[src/rtl/fmps_pkg.sv]
// FMPS readout shared definitions: word field positions, default slot index width, scanner FSM encodings.
// Port summary: none (package only).
// Imported by the readout scanner and the per-word checker.
package fmps_pkg;

    localparam int FMPS_DEFAULT_INDEX_WIDTH = 5;

    // FMPS word layout
    localparam int FMPS_BIT_FMPS2CC = 31;
    localparam int FMPS_BIT_CC2CC   = 30;
    localparam int FMPS_BIT_RSVD    = 29;
    localparam int FMPS_IDX_MSB     = 28;
    localparam int FMPS_IDX_LSB     = 24;
    localparam int FMPS_DATA_MSB    = 23;
    localparam int FMPS_DATA_LSB    = 8;
    localparam int FMPS_CYC_MSB     = 7;
    localparam int FMPS_CYC_LSB     = 0;
    localparam int FMPS_IDX_W       = FMPS_IDX_MSB - FMPS_IDX_LSB + 1;
    localparam int FMPS_CYC_W       = FMPS_CYC_MSB - FMPS_CYC_LSB + 1;

    // Scanner FSM encodings
    localparam logic [1:0] ST_IDLE   = 2'd0;
    localparam logic [1:0] ST_HOLD   = 2'd1;
    localparam logic [1:0] ST_SAMPLE = 2'd2;
    localparam logic [1:0] ST_DONE   = 2'd3;

endpackage

[src/rtl/fmps_word_check.sv]
// Purpose: combinational check of one FMPS readout word against the slot it was read from.
// Ports: word (32b DPRAM word), slot (expected index) -> trip (FMPS2CC|CC2CC), index_err
//        (index field != slot or reserved bit set), cycle (word cycle counter field).
module fmps_word_check
    import fmps_pkg::*;
#(
    parameter int INDEX_WIDTH = FMPS_DEFAULT_INDEX_WIDTH
) (
    input  logic [31:0]             word,
    input  logic [INDEX_WIDTH-1:0]  slot,
    output logic                    trip,
    output logic                    index_err,
    output logic [FMPS_CYC_W-1:0]   cycle
);

    logic [FMPS_IDX_W-1:0] slot_ext;
    // Payload bits are not inspected here; reduce them so they are visibly consumed.
    logic                  unused_data;

    always_comb begin
        slot_ext    = FMPS_IDX_W'(slot);
        trip        = word[FMPS_BIT_FMPS2CC] | word[FMPS_BIT_CC2CC];
        index_err   = (word[FMPS_IDX_MSB:FMPS_IDX_LSB] != slot_ext) | word[FMPS_BIT_RSVD];
        cycle       = word[FMPS_CYC_MSB:FMPS_CYC_LSB];
        unused_data = ^word[FMPS_DATA_MSB:FMPS_DATA_LSB];
    end

endmodule

[src/rtl/fmps_readout_scanner.sv]
// Purpose: on each FA-cycle strobe, scan every FMPS slot of the read-link DPRAM and publish
//          trip / missing / index-error bitmaps, the common cycle counter and a sysTrip summary.
// Ports: sysClk/sysReset, sysCycleStrobe + fmpsBitmap/sysEnableBitmap in; readoutAddress out,
//        readoutFMPS in; sysScanBusy/sysScanDone and the result registers out. Fixed latency
//        2**IW*(READ_LATENCY+1)+1 from strobe edge to done; strobes while scanning are counted.
module fmps_readout_scanner
    import fmps_pkg::*;
#(
    parameter int    INDEX_WIDTH         = FMPS_DEFAULT_INDEX_WIDTH,
    parameter int    READ_LATENCY        = 1,
    parameter string CHECK_CYCLE_COUNTER = "true"
) (
    input  logic                        sysClk,
    input  logic                        sysReset,
    input  logic                        sysCycleStrobe,
    input  logic [2**INDEX_WIDTH-1:0]   fmpsBitmap,
    input  logic [2**INDEX_WIDTH-1:0]   sysEnableBitmap,
    output logic [INDEX_WIDTH-1:0]      readoutAddress,
    input  logic [31:0]                 readoutFMPS,
    output logic                        sysScanBusy,
    output logic                        sysScanDone,
    output logic [2**INDEX_WIDTH-1:0]   sysTripBitmap,
    output logic [2**INDEX_WIDTH-1:0]   sysMissingBitmap,
    output logic [2**INDEX_WIDTH-1:0]   sysIndexErrBitmap,
    output logic [7:0]                  sysCycleCounter,
    output logic                        sysCycleMismatch,
    output logic                        sysTrip,
    output logic [15:0]                 sysOverrunCount
);

    localparam int NSLOT = 2**INDEX_WIDTH;
    // Hold counter covers the READ_LATENCY cycles spent in HOLD; SAMPLE is the final hold cycle.
    localparam int HCW   = (READ_LATENCY < 2) ? 1 : $clog2(READ_LATENCY);
    localparam logic [HCW-1:0]         HOLD_LAST = HCW'(READ_LATENCY - 1);
    localparam logic [HCW-1:0]         HOLD_ONE  = HCW'(1);
    localparam logic [INDEX_WIDTH-1:0] ADDR_LAST = INDEX_WIDTH'(NSLOT - 1);
    localparam logic [INDEX_WIDTH-1:0] ADDR_ONE  = INDEX_WIDTH'(1);
    localparam bit                     CHECK_CC  = (CHECK_CYCLE_COUNTER == "true");

    // Control
    logic [1:0]             state_q,   state_d;
    logic [HCW-1:0]         hold_q,    hold_d;
    logic [INDEX_WIDTH-1:0] addr_q,    addr_d;
    logic [NSLOT-1:0]       checked_q, checked_d;

    // Shadow accumulators for the scan in flight
    logic [NSLOT-1:0]       trip_sh_q, trip_sh_d;
    logic [NSLOT-1:0]       miss_sh_q, miss_sh_d;
    logic [NSLOT-1:0]       idx_sh_q,  idx_sh_d;
    logic [7:0]             ref_q,     ref_d;
    logic                   ref_vld_q, ref_vld_d;
    logic                   mism_sh_q, mism_sh_d;

    // Published results
    logic [NSLOT-1:0]       trip_q,    trip_d;
    logic [NSLOT-1:0]       miss_q,    miss_d;
    logic [NSLOT-1:0]       idx_q,     idx_d;
    logic [7:0]             cc_q,      cc_d;
    logic                   mism_q,    mism_d;
    logic                   strip_q,   strip_d;
    logic                   done_q,    done_d;
    logic [15:0]            ovr_q,     ovr_d;

    logic                   chk_trip;
    logic                   chk_idx_err;
    logic [7:0]             chk_cycle;

    fmps_word_check #(
        .INDEX_WIDTH (INDEX_WIDTH)
    ) u_word_check (
        .word      (readoutFMPS),
        .slot      (addr_q),
        .trip      (chk_trip),
        .index_err (chk_idx_err),
        .cycle     (chk_cycle)
    );

    always_comb begin
        state_d   = state_q;
        hold_d    = hold_q;
        addr_d    = addr_q;
        checked_d = checked_q;
        trip_sh_d = trip_sh_q;
        miss_sh_d = miss_sh_q;
        idx_sh_d  = idx_sh_q;
        ref_d     = ref_q;
        ref_vld_d = ref_vld_q;
        mism_sh_d = mism_sh_q;
        trip_d    = trip_q;
        miss_d    = miss_q;
        idx_d     = idx_q;
        cc_d      = cc_q;
        mism_d    = mism_q;
        strip_d   = strip_q;
        done_d    = 1'b0;
        ovr_d     = ovr_q;

        case (state_q)
            ST_HOLD: begin
                if (hold_q == HOLD_LAST) begin
                    state_d = ST_SAMPLE;
                end else begin
                    hold_d = hold_q + HOLD_ONE;
                end
            end
            ST_SAMPLE: begin
                if (checked_q[addr_q]) begin
                    trip_sh_d[addr_q] = chk_trip;
                    idx_sh_d[addr_q]  = chk_idx_err;
                    // First checked slot defines the reference; later ones are compared to it.
                    if (!ref_vld_q) begin
                        ref_d     = chk_cycle;
                        ref_vld_d = 1'b1;
                    end else if (CHECK_CC && (chk_cycle != ref_q)) begin
                        mism_sh_d = 1'b1;
                    end
                end
                hold_d  = '0;
                addr_d  = addr_q + ADDR_ONE;
                state_d = (addr_q == ADDR_LAST) ? ST_DONE : ST_HOLD;
            end
            ST_DONE: begin
                trip_d  = trip_sh_q;
                miss_d  = miss_sh_q;
                idx_d   = idx_sh_q;
                cc_d    = ref_q;
                mism_d  = mism_sh_q;
                strip_d = (|trip_sh_q) | (|miss_sh_q) | (|idx_sh_q) | mism_sh_q;
                done_d  = 1'b1;
                state_d = ST_IDLE;
            end
            default: ;
        endcase

        // IDLE and DONE both accept a strobe; the DONE publish above reads only _q values,
        // so clearing the shadows here cannot corrupt the results being copied out.
        if (sysCycleStrobe && ((state_q == ST_IDLE) || (state_q == ST_DONE))) begin
            checked_d = fmpsBitmap & sysEnableBitmap;
            miss_sh_d = sysEnableBitmap & ~fmpsBitmap;
            trip_sh_d = '0;
            idx_sh_d  = '0;
            ref_d     = '0;
            ref_vld_d = 1'b0;
            mism_sh_d = 1'b0;
            addr_d    = '0;
            hold_d    = '0;
            state_d   = ST_HOLD;
        end

        if (sysCycleStrobe && ((state_q == ST_HOLD) || (state_q == ST_SAMPLE)) &&
            (ovr_q != 16'hFFFF)) begin
            ovr_d = ovr_q + 16'd1;
        end
    end

    always_ff @(posedge sysClk) begin
        if (sysReset) begin
            state_q   <= ST_IDLE;
            hold_q    <= '0;
            addr_q    <= '0;
            checked_q <= '0;
            trip_sh_q <= '0;
            miss_sh_q <= '0;
            idx_sh_q  <= '0;
            ref_q     <= '0;
            ref_vld_q <= 1'b0;
            mism_sh_q <= 1'b0;
            trip_q    <= '0;
            miss_q    <= '0;
            idx_q     <= '0;
            cc_q      <= '0;
            mism_q    <= 1'b0;
            strip_q   <= 1'b0;
            done_q    <= 1'b0;
            ovr_q     <= '0;
        end else begin
            state_q   <= state_d;
            hold_q    <= hold_d;
            addr_q    <= addr_d;
            checked_q <= checked_d;
            trip_sh_q <= trip_sh_d;
            miss_sh_q <= miss_sh_d;
            idx_sh_q  <= idx_sh_d;
            ref_q     <= ref_d;
            ref_vld_q <= ref_vld_d;
            mism_sh_q <= mism_sh_d;
            trip_q    <= trip_d;
            miss_q    <= miss_d;
            idx_q     <= idx_d;
            cc_q      <= cc_d;
            mism_q    <= mism_d;
            strip_q   <= strip_d;
            done_q    <= done_d;
            ovr_q     <= ovr_d;
        end
    end

    assign readoutAddress    = addr_q;
    assign sysScanBusy       = (state_q != ST_IDLE);
    assign sysScanDone       = done_q;
    assign sysTripBitmap     = trip_q;
    assign sysMissingBitmap  = miss_q;
    assign sysIndexErrBitmap = idx_q;
    assign sysCycleCounter   = cc_q;
    assign sysCycleMismatch  = mism_q;
    assign sysTrip           = strip_q;
    assign sysOverrunCount   = ovr_q;

endmodule

[config.mk]
export PLATFORM = sky130hd
export DESIGN_NAME = fmps_readout_scanner
export DESIGN_NICKNAME = d
export VERILOG_FILES = /design/src/rtl/fmps_pkg.sv /design/src/rtl/fmps_word_check.sv /design/src/rtl/fmps_readout_scanner.sv
export SDC_FILE = /design/constraint.sdc
export NUM_CORES = 1
export LEC_CHECK = 0
export BUFFER_PORTS_ARGS = -buffer_cell sky130_fd_sc_hd__buf_2
export CAP_MARGIN = 20
export CORE_ASPECT_RATIO = 1.5
export CORE_MARGIN = 4
export CORE_UTILIZATION = 58
export DETAILED_ROUTE_END_ITERATION = 6
export HOLD_SLACK_MARGIN = 0.12
export PLACE_DENSITY = 0.84
export SYNTH_ARGS = -nofsm -noshare
export SYNTH_HDL_FRONTEND = slang
export SYNTH_SLANG_ARGS = --single-unit
[constraint.sdc]
create_clock -name sysClk -period 3.5 [get_ports sysClk]
set_input_delay 0.175 -clock sysClk [delete_from_list [all_inputs] [get_ports sysClk]]
set_output_delay 0.175 -clock sysClk [all_outputs]
set_load 0.01 [all_outputs]
# --- After elaboration in Yosys (flattened, before gate mapping) ---
# Index checks and enable logic that the tools add are counted.
word_totals:
  ff_bits: 269
  latchBits: 0
  ram_bits: 0
  romBits: 0
  inputBits: 99
  word_cells: 75
  n_memories: 0
op_classes:
  n_addsub: 3
  n_mul: 0
  div_mod_pow: 0
  order_cmp: 2
  n_eq_ne: 9
  shifts: 0
  mux: 13
  n_bitwise: 9
  reduce_logical: 20
op_table:
  columns: ["cell", "count"]
  rows:
  - ["$reduce_or 32->1", 3]
  - ["$and 32x32->32", 2]
  - ["$bwmux 32", 2]
  - ["$not 32->32", 1]
  - ["$add 16x1->16 const B", 1]
  - ["$ne 16x16->1 const B", 1]
  - ["$ne 8x8->1", 1]
  - ["$lt 5x6->1 const B", 1]
  - ["$pmux 2 s3", 1]
  - ["$reduce_and 2->1", 3]
  - ["$add 5x1->5 const B", 1]
  - ["$bmux 1 s5", 1]
  - ["$demux 1 s5", 1]
  - ["$eq 5x5->1 const B", 1]
  - ["$ge 5x1->1 const B", 1]
  - ["$mux 1", 5]
  - ["$ne 5x5->1", 1]
  - ["$or 1x1->1", 5]
  - ["$eq 2x2->1 const B", 2]
  - ["$logic_and 1x1->1", 4]
  - ["$mux 2", 2]
  - ["$reduce_and 4->1", 1]
  - ["$reduce_bool 2->1", 2]
  - ["$reduce_bool 4->1", 1]
  - ["other kinds (11)", 12]

# --- Logic depth before layout (Yosys ltp) ---
depth:
  word_depth: 5
  depth_mapped: 8
  depth_no_buf: 8

# --- By module ---
# A second synthesis with hierarchy kept.
hier_totals:
  cells_unflattened: 1092
  area_unflattened_um2: 10774.1
by_module_without_submodules:
  columns: ["mod", "instances", "cells_per_inst", "area_each_um2"]
  rows:
  - ["fmps_readout_scanner", 1, 1076, 10651.5]
  - ["fmps_word_check", 1, 16, 122.6]

# --- Worst setup path after synthesis ---
# OpenSTA, ideal clock, no wires.
synth_path:
  kind: "register to register"
  start: "reg state_q[0]"
  end: "reg ovr_q[13] (netlist: sysOverrunCount[13])"
  arrival_ps: 1929
  setup_slack_ps: 1501
  stages_incl_launch_ff: 8
  period_less_slack_ps: 1999
  cell_sequence: "dfxtp_1 inv_1 ha_1 nand2_1 or2_1 or4b_4 or3_1 a21oi_1"
synth_between:
  elab_chain_cells: 4
  word_cells_on_any_way: 5
synth_rtl:
  columns: ["element", "line", "text"]
  rows:
  - ["start: declaration", "fmps_readout_scanner.sv:41", "logic [1:0] state_q, state_d;"]
  - ["start signal: assignment", "fmps_readout_scanner.sv:177", "state_q <= state_d;"]
  - ["$eq 2x1->1 or $eq 2x2->1 (tied branches)", "fmps_readout_scanner.sv:150", "if (sysCycleStrobe && ((state_q == ST_HOLD) || (state_q == ST_SAMPLE)) &&"]
  - ["$logic_or 1x1->1 *", "fmps_readout_scanner.sv:150", null]
  - ["$logic_and 1x1->1 * (2 in series)", "fmps_readout_scanner.sv:150", null]
  - ["end signal: assignment", "fmps_readout_scanner.sv:194", "ovr_q <= ovr_d;"]
  - ["end: declaration", "fmps_readout_scanner.sv:62", "logic [15:0] ovr_q, ovr_d;"]
# Every way passes the cells marked *; elsewhere a longest branch is shown, timed or not.
# A chain may end at the register's enable or synchronous reset.

# --- Final worst setup path ---
layout_path:
  start: "reg state_q[0]"
  end: "reg miss_sh_q[3]"
layout_between:
  elab_chain_cells: 3
  word_cells_on_any_way: 4
layout_rtl:
  columns: ["element", "line", "text"]
  rows:
  - ["$eq 2x2->1 or $logic_not 2->1 (tied branches)", "fmps_readout_scanner.sv:137", "if (sysCycleStrobe && ((state_q == ST_IDLE) || (state_q == ST_DONE))) begin"]
  - ["$logic_or 1x1->1 *", "fmps_readout_scanner.sv:137", null]
  - ["$logic_and 1x1->1 *", "fmps_readout_scanner.sv:137", null]
  - ["end signal: assignment", "fmps_readout_scanner.sv:182", "miss_sh_q <= miss_sh_d;"]
  - ["end: declaration", "fmps_readout_scanner.sv:48", "logic [NSLOT-1:0] miss_sh_q, miss_sh_d;"]
# Marks and branches as above.

==> results.sh <==
export IMPL_status="complete, no violations"
export IMPL_wl_met1_um=11500
export IMPL_startpoint_type="flip-flop"
export IMPL_path_clk_slew_ns=0.07
export IMPL_cts_root_buf="clkbuf_16"
export IMPL_cts_setup_buffers=0
export IMPL_grt_max_degree=111
export IMPL_synth_fp_nets=1239
export IMPL_r2r_setup_slack_ns=0.67
export IMPL_cap_violations=0
export IMPL_mostFrequentLayoutCells="268 x dfxtp_1, 212 x nor2_1, 210 x buf_2"
export IMPL_area_delta_synth_final_pct=28.4
export IMPL_wirelength_um=31500
export IMPL_fin_crit_ns=2.83
export IMPL_numPortBuffers=211
export IMPL_setup_viol_count_final=0
export IMPL_synth_top_area_cell="dfxtp_1"
export IMPL_ios=228
export IMPL_ys_seq_elements=268
export IMPL_overflow=0
export IMPL_final_common_cell="dfxtp_1"
export IMPL_hp_class="primary input to flip-flop"
export IMPL_r2r_start="state_q[0]"
export IMPL_critPathKind="flip-flop to flip-flop"
export IMPL_vias=9529
export IMPL_yosysUniqueCellTypes=40
export IMPL_async_reset_ff_frac=0
export IMPL_hold_viol=0
export IMPL_cts_made_buffers=24
export IMPL_finalClockSkew_ns=0.0109
export IMPL_max_vdd_ir_drop_mv=0.394
export IMPL_crit_required_ns=3.95
export IMPL_dr_wl_met2_um=15900
export IMPL_slowest_stage="dlygate4sd3_1"
export IMPL_htreeDepth=1
export IMPL_tightest_slew_ns=1.02
export IMPL_yosys_most_used_dff="dfxtp_1"
export IMPL_r2r_cells=9
export IMPL_crit_arrival_ns=3.28
export IMPL_ctsResizeCount=0
export IMPL_start_util=0.596
export IMPL_drive_above_1_share=0.183
export IMPL_critical_path_endpoint="miss_sh_q[3]"
export IMPL_die_area_um2=20300
export IMPL_cts_buffer_depth=3
export IMPL_synth_top_area_frac=0.513
export IMPL_antenna_found_initial=0
export IMPL_grt_pass1_vias=9627
export IMPL_die_y_um=173
export IMPL_cts_tree="built"
export IMPL_dr_pass1_iters=5
export IMPL_slew_headroom=0.322
export IMPL_insertion_delay_ns=0.52
export IMPL_grt_usage=0.300
export IMPL_rows=59
export IMPL_p_per_area_nw_per_um2=525
export IMPL_period_share=0.807
export IMPL_postPlaceCellArea_um2=11600
export IMPL_post_dp_hpwl_um=19100
export IMPL_critPathMaxFanout=64
export IMPL_cpPeakStageDelay_ns=0.60
export IMPL_p_leak_nw=5.27
export IMPL_n_antenna_cell=0
export IMPL_slew_viol_final=0
export IMPL_nets=1518
export IMPL_cp_cell_sequence="inv_1, ha_1, inv_1, nand2_1, nor2_4, buf_4, nand2_1, o21ai_0, dlygate4sd3_1"
export IMPL_netlist_instances=1131
export IMPL_setup_worst_path_start="state_q[0]"
export IMPL_seq_area_frac_synth=0.513
export IMPL_grt_pass1_wl_um=50200
export IMPL_coreArea_um2=17600
export IMPL_rsz0062_at_grt="false"
export IMPL_finalSetupTns_ns=0
export IMPL_top_layer="met4"
export IMPL_dr_wl_met3_um=2260
export IMPL_r2r_end="miss_sh_q[3]"
export IMPL_timing_fmax_ghz=0.354
export IMPL_gp_congestion=0.858
export IMPL_vias_per_cell=5.82
export IMPL_die_x_um=118
export IMPL_ys_top_cells_by_area="dfxtp_1 51%, mux2i_1 15%, nor2_1 7.6%"
export IMPL_cts_sinks=268
export IMPL_syn_avg_cell_area_um2=9.25
export IMPL_drcViolationCount=0
export IMPL_ys_warnings_count=0
export IMPL_drt_iter0_drc=625
export IMPL_final_area_um2=13400
export IMPL_synth_enable_flop_cells=0
export IMPL_syn_cell_area_um2=10500
export IMPL_post_drt_wl_per_cell_um=19.2
export IMPL_hold_buffers=106
export IMPL_critPathCaptureType="flip-flop"
export IMPL_drtAntennaViolNets=0
==> Yosys cell counts, types with 9 or more instances <==
master / instances
nand2_1: 123
mux2i_1: 153
nor4_1: 25
ha_1: 9
nor3_1: 25
a21oi_1: 29
clkbuf_1: 61
nand3_1: 23
dfxtp_1: 268
nor2_1: 213
nand4_1: 15
xnor2_1: 19
o21ai_0: 64
a32o_1: 32
xor2_1: 11
==> metrics by stage <==
step           hold slack [ns]  total power, mW   util  worst slack, ns  instances
6_report                 0.458             7.06  0.765            0.674       1638
5_1_grt                  0.459             7.30  0.765            0.484       1638
4_1_cts                  0.430             7.02  0.765            0.805       1638
3_5_place_dp             0.390             4.39  0.662             1.17       1491
3_3_place_gp             0.381             4.37  0.662             1.27       1491
2_1_floorplan            0.286             4.05      -             1.50       1131
==> cell type report <==
type                    count  area (um^2)
multi-input cells         782         4810
repair buffers            325         2220
flip-flops and latches    268         5370
inverters                   9         33.8
fillers                  1142         4130
well taps                 213          267
clock inverters             6         62.6
clock buffers              35          683
==> critical path, delay by kind of cell, from the launching register on <==
family	cells	cell delay, ns
compound gates	1	0.20
flops	1	0.41
fa+ha+maj	1	0.36
buf+inv	4	1.37
simple gates	3	0.36
==> per-layer routing <==
metal  vias to the layer above  global-route usage
li1                       4472                   -
met5                         -                   0
met4                         0               0.169
met2                       476               0.533
met1                      4459               0.336
met3                       122              0.0549
==> report_power, final <==
group / total (mW) / switching [mW] / leakage (nW) / internal (mW)
Combinational: 1.23 / 0.750 / 2.74 / 0.480
Sequential: 3.28 / 0.108 / 2.16 / 3.17
Clock: 2.54 / 1.12 / 0.366 / 1.43
==> worst min path at each step <==
stage | from | depth (start not counted) | slack (ns) | to
finish | sysEnableBitmap[5] | 3 | 0.46 | checked_q[5]
global route | sysEnableBitmap[4] | 3 | 0.46 | checked_q[4]
CTS | readoutFMPS[0] | 4 | 0.43 | ref_q[0]
detailed placement | fmpsBitmap[22] | 2 | 0.39 | miss_sh_q[22]
global placement | fmpsBitmap[14] | 2 | 0.38 | miss_sh_q[14]
floorplan | fmpsBitmap[0] | 1 | 0.29 | miss_sh_q[0]
==> registers in the layout, indices dropped and copies added, names as in the netlist, 5 cells and up <==
signal / flops
checked_q: 32
idx_sh_q: 32
miss_sh_q: 32
sysIndexErrBitmap: 32
sysMissingBitmap: 32
sysTripBitmap: 32
trip_sh_q: 32
sysOverrunCount: 16
ref_q: 8
sysCycleCounter: 8
readoutAddress: 5
==> kinds of logic (layout without fill, tap and decap cells) <==
family / count (synthesis) / after routing / share of synthesized area
fa+ha+maj: 9 / 9 / 0.0108
flops: 268 / 268 / 0.513
mux: 153 / 153 / 0.146
xor+xnor: 30 / 30 / 0.0251
compound gates: 141 / 141 / 0.0898
simple gates: 449 / 449 / 0.184
buf+inv: 81 / 375 / 0.0311
No activity file was read; power rests on OpenSTA's default activity.
